$ cat config.mk
export PLATFORM = sky130hd
export DESIGN_NAME = rsv_station
export DESIGN_NICKNAME = d
export VERILOG_FILES = /design/src/rtl/rsv_station_pkg.sv /design/src/rtl/rsv_station_select.sv /design/src/rtl/rsv_station.sv
export SDC_FILE = /design/constraint.sdc
export NUM_CORES = 1
export LEC_CHECK = 0
export BUFFER_PORTS_ARGS = -buffer_cell sky130_fd_sc_hd__buf_2
export CAP_MARGIN = 20
export CORE_MARGIN = 4
export CORE_UTILIZATION = 50
export CTS_CLUSTER_DIAMETER = 120
export DETAILED_ROUTE_END_ITERATION = 7
export PLACE_DENSITY = 0.78
export RECOVER_POWER = 100
export SLEW_MARGIN = 10
export SYNTH_ARGS = -nofsm -noshare
export SYNTH_HDL_FRONTEND = slang
export SYNTH_SLANG_ARGS = --single-unit
export TNS_END_PERCENT = 50
$ cat constraint.sdc
create_clock -name clk -period 3.6 [get_ports clk]
set_input_delay 0.36 -clock clk [delete_from_list [all_inputs] [get_ports clk]]
set_output_delay 0.36 -clock clk [all_outputs]
set_load 0.005 [all_outputs]
$ cat src/rtl/rsv_station_pkg.sv
// Shared core types: tag/opcode widths, null tag and reservation entry layout.
// Also used by the register file unit.
package rsv_station_pkg;

   localparam int TAG_W_DFLT = 4;
   localparam int OPC_W_DFLT = 8;
   localparam int DATA_W     = 32;
   localparam int AGE_W      = 4;

   localparam logic [TAG_W_DFLT-1:0] NULL_TAG = '0;

   typedef struct packed {
      logic                  rdy;
      logic [TAG_W_DFLT-1:0] tag;
      logic [DATA_W-1:0]     data;
   } rs_opnd_t;

   typedef struct packed {
      logic                  vld;
      logic [OPC_W_DFLT-1:0] opc;
      logic [TAG_W_DFLT-1:0] dst_tag;
      rs_opnd_t              rs1;
      rs_opnd_t              rs2;
   } rs_entry_t;

endpackage

$ cat src/rtl/rsv_station_select.sv
// rsv_select: eligible vector in, one-hot grant out.
// RSV_STATION_AGE_EN picks the oldest eligible entry, else the lowest index.
module rsv_select
   import rsv_station_pkg::*;
#(
   parameter int DEPTH = 4
) (
   input  logic [DEPTH-1:0]            elig,
`ifdef RSV_STATION_AGE_EN
   input  logic [DEPTH-1:0][AGE_W-1:0] age,
`endif
   output logic [DEPTH-1:0]            gnt
);

`ifdef RSV_STATION_AGE_EN
   // Ranks are unique among valid entries; the index tiebreak keeps it one-hot.
   always_comb begin
      gnt = '0;
      for (int i = 0; i < DEPTH; i++) begin
         gnt[i] = elig[i];
         for (int j = 0; j < DEPTH; j++) begin
            if (j != i && elig[j] &&
                (age[j] < age[i] || (age[j] == age[i] && j < i)))
               gnt[i] = 1'b0;
         end
      end
   end
`else
   always_comb begin
      gnt = elig & (~elig + DEPTH'(1));
   end
`endif

endmodule

$ cat src/rtl/rsv_station.sv
// Reservation station: CDB wakeup, one issue per cycle to the functional unit.
// Define RSV_STATION_AGE_EN for oldest-first selection.
module rsv_station
   import rsv_station_pkg::*;
#(
   parameter int TAG_W = TAG_W_DFLT,
   parameter int DEPTH = 4,
   parameter int OPC_W = OPC_W_DFLT
) (
   input  logic              clk,
   input  logic              rst,
   input  logic              flush,
   input  logic              dsp_vld,
   output logic              dsp_rdy,
   input  logic [OPC_W-1:0]  dsp_opc,
   input  logic [TAG_W-1:0]  dsp_dst_tag,
   input  logic              dsp_rs1_busy,
   input  logic [TAG_W-1:0]  dsp_rs1_tag,
   input  logic [31:0]       dsp_rs1_data,
   input  logic              dsp_rs2_busy,
   input  logic [TAG_W-1:0]  dsp_rs2_tag,
   input  logic [31:0]       dsp_rs2_data,
   input  logic              cdb_wr,
   input  logic [TAG_W-1:0]  cdb_tag,
   input  logic [31:0]       cdb_wdata,
   output logic              iss_vld,
   input  logic              iss_rdy,
   output logic [OPC_W-1:0]  iss_opc,
   output logic [TAG_W-1:0]  iss_dst_tag,
   output logic [31:0]       iss_rs1_data,
   output logic [31:0]       iss_rs2_data
);

   rs_entry_t                 ent_q [DEPTH];
   rs_entry_t                 new_ent;
   rs_entry_t                 sel;
   logic [DEPTH-1:0]          vld;
   logic [DEPTH-1:0]          elig;
   logic [DEPTH-1:0]          free_oh;
   logic [DEPTH-1:0]          gnt;
   logic [TAG_W_DFLT-1:0]     cdb_tag_c;
   logic                      dsp_fire;
   logic                      iss_fire;

   assign cdb_tag_c = TAG_W_DFLT'(cdb_tag);

   always_comb begin
      vld  = '0;
      elig = '0;
      for (int i = 0; i < DEPTH; i++) begin
         vld[i]  = ent_q[i].vld;
         elig[i] = ent_q[i].vld & ent_q[i].rs1.rdy & ent_q[i].rs2.rdy;
      end
   end

   // Lowest clear bit of the registered valid vector.
   assign free_oh  = ~vld & (vld + DEPTH'(1));
   assign dsp_rdy  = ~&vld;
   assign dsp_fire = dsp_vld & dsp_rdy & ~flush;
   assign iss_vld  = |gnt;
   assign iss_fire = iss_vld & iss_rdy & ~flush;

`ifdef RSV_STATION_AGE_EN
   logic [DEPTH-1:0][AGE_W-1:0] age_q;
   logic [AGE_W-1:0]            n_vld;
   logic [AGE_W-1:0]            gnt_age;
   logic [AGE_W-1:0]            new_age;

   always_comb begin
      n_vld   = '0;
      gnt_age = '0;
      for (int i = 0; i < DEPTH; i++) begin
         n_vld = n_vld + AGE_W'(ent_q[i].vld);
         if (gnt[i])
            gnt_age = age_q[i];
      end
      new_age = n_vld - AGE_W'(iss_fire);
   end

   // Rank = number of live entries dispatched earlier.
   always_ff @(posedge clk) begin
      if (rst || flush) begin
         age_q <= '0;
      end else begin
         for (int i = 0; i < DEPTH; i++) begin
            if (iss_fire && ent_q[i].vld && age_q[i] > gnt_age)
               age_q[i] <= age_q[i] - AGE_W'(1);
            if (dsp_fire && free_oh[i])
               age_q[i] <= new_age;
         end
      end
   end
`endif

   rsv_select #(
      .DEPTH(DEPTH)
   ) u_sel (
      .elig(elig),
`ifdef RSV_STATION_AGE_EN
      .age (age_q),
`endif
      .gnt (gnt)
   );

   always_comb begin
      new_ent          = '0;
      new_ent.vld      = 1'b1;
      new_ent.opc      = OPC_W_DFLT'(dsp_opc);
      new_ent.dst_tag  = TAG_W_DFLT'(dsp_dst_tag);
      new_ent.rs1.rdy  = ~dsp_rs1_busy;
      new_ent.rs1.tag  = dsp_rs1_busy ? TAG_W_DFLT'(dsp_rs1_tag) : NULL_TAG;
      new_ent.rs1.data = dsp_rs1_data;
      new_ent.rs2.rdy  = ~dsp_rs2_busy;
      new_ent.rs2.tag  = dsp_rs2_busy ? TAG_W_DFLT'(dsp_rs2_tag) : NULL_TAG;
      new_ent.rs2.data = dsp_rs2_data;
   end

   always_comb begin
      sel = '0;
      for (int i = 0; i < DEPTH; i++) begin
         if (gnt[i])
            sel = ent_q[i];
      end
   end

   assign iss_opc      = OPC_W'(sel.opc);
   assign iss_dst_tag  = TAG_W'(sel.dst_tag);
   assign iss_rs1_data = sel.rs1.data;
   assign iss_rs2_data = sel.rs2.data;

   always_ff @(posedge clk) begin
      if (rst) begin
         for (int i = 0; i < DEPTH; i++)
            ent_q[i] <= '0;
      end else if (flush) begin
         for (int i = 0; i < DEPTH; i++)
            ent_q[i].vld <= 1'b0;
      end else begin
         for (int i = 0; i < DEPTH; i++) begin
            if (cdb_wr && ent_q[i].vld && !ent_q[i].rs1.rdy &&
                ent_q[i].rs1.tag == cdb_tag_c) begin
               ent_q[i].rs1.rdy  <= 1'b1;
               ent_q[i].rs1.tag  <= NULL_TAG;
               ent_q[i].rs1.data <= cdb_wdata;
            end
            if (cdb_wr && ent_q[i].vld && !ent_q[i].rs2.rdy &&
                ent_q[i].rs2.tag == cdb_tag_c) begin
               ent_q[i].rs2.rdy  <= 1'b1;
               ent_q[i].rs2.tag  <= NULL_TAG;
               ent_q[i].rs2.data <= cdb_wdata;
            end
            if (iss_fire && gnt[i])
               ent_q[i].vld <= 1'b0;
            if (dsp_fire && free_oh[i])
               ent_q[i] <= new_ent;
         end
      end
   end

endmodule
== Word level (Yosys, flattened, before mapping) ==
Memories as Yosys holds them, arrays and structs flattened.
Cells that the tools add are included.

* Register bits after elaboration: 0
* Latch bits: 0
* Memory bits (writable): 348
* ROM bits: 0
* Input port bits: 128
* Output and inout bits: 78
* Word-level logic and storage cells: 272
* Memories kept: 1

* Add/subtract/negate cells: 2
* $mul: 0
* Div/mod/pow operators: 0
* Magnitude comparators: 0
* Equality and inequality tests: 8
* Shifts and indexed selects: 0
* Muxes and demuxes: 139
* Bitwise logic cells: 83
* Reduce and logical (&&, ||, !) cells: 39

{| class="wikitable"
|+ Memories
! memory !! words !! bits a word !! read ports !! clocked after memory_dff !! wr ports !! RTL line !! source
|-
| ent_q || 4 || 87 || 4 || 0 || 4 || rsv_station.sv:34 || <nowiki>rs_entry_t ent_q [DEPTH];</nowiki>
|}

{| class="wikitable"
|+ Operator list
! cell !! count
|-
| $mux W32 || 16
|-
| $mux W86 || 4
|-
| $mux W1 || 97
|-
| $mux W4 || 18
|-
| $or A1 B1 Y1 || 64
|-
| $mux W12 || 4
|-
| $eq A4 B4 Y1 || 8
|-
| $logic_and A1 B1 Y1 || 28
|-
| $and A1 B1 Y1 || 12
|-
| $logic_not A1 Y1 || 9
|-
| $add A4 B1 Y4 const B || 2
|-
| $and A4 B4 Y4 || 2
|-
| $not A4 Y4 || 2
|-
| $reduce_and A4 Y1 || 1
|-
| $reduce_or A4 Y1 || 1
|-
| $not A1 Y1 || 3
|}

== Logic depth before layout (Yosys ltp) ==
An unclocked memory read counts as a cell.

* Depth in word-level cells: 16
* Mapped depth: 9
* Mapped depth without buffers: 6

== Hierarchy ==
Synthesis repeated with hierarchy kept, for this count alone.

* Cells, all modules: 1,402
* Area, all modules: 16,423.3 um^2

{| class="wikitable"
|+ By module, submodules not included
! module !! instances !! cells an instance !! area each (um^2) !! seq. area each (um^2)
|-
| rsv_station || 1 || 1,398 || 16,384.5 || 10,440.0
|-
| rsv_select || 1 || 4 || 38.8 || 0.0
|}

== Least setup slack after synthesis ==
Ideal clock, no wire load.

* Path kind: input-to-reg
* Start point: in cdb_tag[0]
* End point: mem ent_q[3][0] (netlist bit), enable pin
* Library setup time: 0.400 ns
* Arrival time: 2.435 ns
* Required time: 3.200 ns
* Slack: 0.765 ns
* Stages on the path: 5
* Buffers on the path: 2
* Cell sequence: buf_4 > xor2_1 > nor4_2 > clkbuf_1 > nand2b_1

{| class="wikitable"
|+ RTL lines
! what !! RTL line !! source
|-
| from (decl) || rsv_station.sv:24 || <nowiki>input logic [TAG_W-1:0] cdb_tag,</nowiki>
|-
| to (decl) || rsv_station.sv:34 ||
|}

==> out/results.tsv <==
stage	metric	value	unit
grt	grt_pass1_vias	12400	
routing	vias	12500	
worst_hold_path	hp-class	input port to flip-flop	
floorplan	dieWidth	192	µm
clock_network	clock_sinks	348	
logic_synthesis	synth_top_cell_area_share	61.4	%
sta	fin_ws	161	ps
clock_network	h-tree-depth	2	
routing	drt_iter0_drc	1280	
floorplan	ios	206	
logic_synthesis	yosys.area.top_type	edfxtp_1	
logic_synthesis	syn-cell-area	17000	µm²
clock_network	clkTransAtPathRegs	70	ps
power	power_frac_comb	7.6	%
placed_design	hpwl	28.5	mm
worst_hold_path	min_to	ent_q[3][76]	
final_layout	drive_above_1_share	20.0	%
critical_path	worst-path-max-fanout	73	
logic_synthesis	synthTopCellsByArea	edfxtp_1 61%, a22o_1 6.6%, a221o_1 4.5%	
clock_network	cts_setup_buffers	0	
power	p_leak	7.44	nW
power	peakVddDrop	0.277	mV
status	status	finished with violations	
power	p_per_area	463	nW/µm²
floorplan	coreArea	33500	µm²
clock_network	cts_max_path_buffers	3	
critical_path	rr_startpoint	ent_q[1][86]	
routing	avgRoutedWirePerCell	24.8	µm
routing	drc	0	
grt	antenna_found_initial	7	
power	clock_power_share	39.0	%
critical_path	worstRegToRegCells	4	
sta	rsz0062_at_grt	false	
clock_network	hold_buffers	0	
final_layout	largest_register_ffs	348	
final_layout	fin_nets	1591	
logic_synthesis	synth_seq_cells	348	
sta	fin_crit	3440	ps
logic_synthesis	synthTopCellsByCount	347 x edfxtp_1, 128 x a22o_1, 112 x nor2_1, 93 x clkbuf_1, 79 x a22oi_1	
placed_design	place_inst	1872	
status	violations	max-capacitance violations, max-slew violations	
sta	fin_crit_sh	95.5	%
grt	overflow	0	
sta	maxSlewHeadroom	-82.4	%
placed_design	place_ws	832	ps
floorplan	die_h	192	µm
logic_synthesis	yosys_warnings	0	
logic_synthesis	synthArstFlopShare	0	%
placed_design	io_buffers	205	
run	cap_viol_max_count	3	
floorplan	initial_utilization	50.6	%
grt	grt_start_max_net_pins	107	
clock_network	cts_resized	0	
logic_synthesis	syn-num-nets	1441	
logic_synthesis	synthFlopType	edfxtp_1	
final_layout	fin_cells	1935	
logic_synthesis	syn_inst	1313	
grt	grt_pass1_wl	72.6	mm
sta	worstMarginPinSlew	2740	ps
critical_path	cp.required	3820	ps
critical_path	start_kind	flip-flop	
clock_network	cts-root-buf	clkbuf_16	
critical_path	r2r_setup_slack	160	ps
clock_network	cts_tree	yes	
placed_design	place_congestion	0.866	
logic_synthesis	yosys.cell_count.top_type	edfxtp_1	
sta	skew	26.1	ps
routing	avgViaCountPerCell	6.44	
floorplan	rows	67	
critical_path	r2r-end	ent_q[1][15]	
power	p_sw	2.03	mW
power	switching_share	22.7	%
sta	tns	0	ps
routing	wirelength	48.0	mm
critical_path	critical_path_class	flip-flop to flip-flop	
clock_network	cts_buffers	37	
logic_synthesis	synth.avg_cell_area	12.9	µm²
grt	grt_usage	25.5	%
worst_hold_path	holdCritStartpoint	dsp_dst_tag[2]	
sta	slew_violations	261	
sta	setup_viol	0	
clock_network	clk_latency	530	ps
logic_synthesis	synth-edff-count	347	
critical_path	worstSetupEndpointType	flip-flop	
routing	drtAntennaViolNets	0	
final_layout	top_regs	ent_q x348	
power	p_int	6.92	mW
sta	hold_viol_final	0	
logic_synthesis	synth.distinct_cells	42	
final_layout	syn2layout_area_growth	13.7	%
worst_hold_path	min_path_cells	2	
final_layout	top_register	ent_q	
critical_path	crit_arrival	3660	ps
routing	dr.pass1.iters	5	
logic_synthesis	yosysSeqAreaShare	61.5	%
sta	fmax	291	MHz
floorplan	die-area	37000	µm²
power	p_seq_share	53.4	%
-- worst max path at each step --
stage | cells past startpoint | slack, ps | end | startpoint
6_report | 4 | 160 | ent_q[1][15] | ent_q[1][86]
5_1_grt | 6 | 60 | ent_q[3][57] | ent_q[3][86]
4_1_cts | 7 | 260 | iss_rs2_data[0] | ent_q[1][86]
3_5_place_dp | 7 | 830 | iss_rs2_data[0] | ent_q[1][86]
3_3_place_gp | 5 | 880 | iss_rs2_data[3] | ent_q[0][86]
2_1_floorplan | 5 | 770 | ent_q[3][0] | cdb_tag[0]
-- worst max-delay path: stages, from the launching register on --
cell and delay [ps]:
edfxtp_1 480, nand4b_1 190, clkbuf_2 1960, mux2i_1 370
a21oi_1 80
-- per-stage QoR --
stage	total power, mW	util [%]	instance area [µm²]	hold slack [ps]
after floorplan	5.21	-	17000	498
after global placement	5.52	55.1	18500	538
after detailed placement	5.55	55.1	18500	535
after CTS	8.99	58.3	19500	114
after global routing	9.24	57.6	19300	122
final	8.94	57.6	19300	133
-- cells by family after synthesis --
kind of cell              after synthesis  share of synthesized area (%)
and+or+nand+nor                       237                           7.14
AOI/OAI and AO/OA                     495                           22.4
xor gates and xnor gates               32                           1.65
DFF                                   348                           61.5
muxes                                  64                           3.77
buffers and inverters                 137                           3.55
-- placed cells by master (no fill, tap or decap), types with 60 or more instances in the layout --
cell type | netlist | routed
a21oi_1 | 70 | 70
a21oi_2 | 60 | 60
a221o_1 | 76 | 76
a22o_1 | 128 | 128
a22oi_1 | 79 | 79
buf_2 | 14 | 150
clkbuf_1 | 93 | 72
edfxtp_1 | 347 | 347
mux2i_1 | 64 | 64
nor2_1 | 112 | 111
o21ai_0 | 65 | 65
-- layout make-up --
| cell class | instances | area (µm²) |
|---|---|---|
| fill | 2763 | 14200 |
| sequential | 348 | 10400 |
| multi-input combinational | 828 | 5970 |
| timing repair buffer | 241 | 1220 |
| clock buffer | 46 | 981 |
| tap | 448 | 561 |
| clock inverter | 11 | 96.3 |
| inverter | 7 | 26.3 |
| antenna | 6 | 15.0 |
-- power by group through the flow --
stage	registers, mW	clock network (mW)	logic (mW)
4_1_cts	4.77	3.52	0.695
3_3_place_gp	4.84	0	0.675
2_1_floorplan	4.83	0	0.380
3_5_place_dp	4.86	0	0.691
6_report	4.78	3.49	0.679
5_1_grt	4.79	3.71	0.737
-- per-layer routing --
metal | track usage [%] | part of all wire (%)
met1 | 34.8 | 40
met2 | 41.0 | 48
met3 | 4.56 | 8.8
met4 | 9.79 | 3.0
met5 | 0 | 0.044
Power figures use the tool's default switching activity.
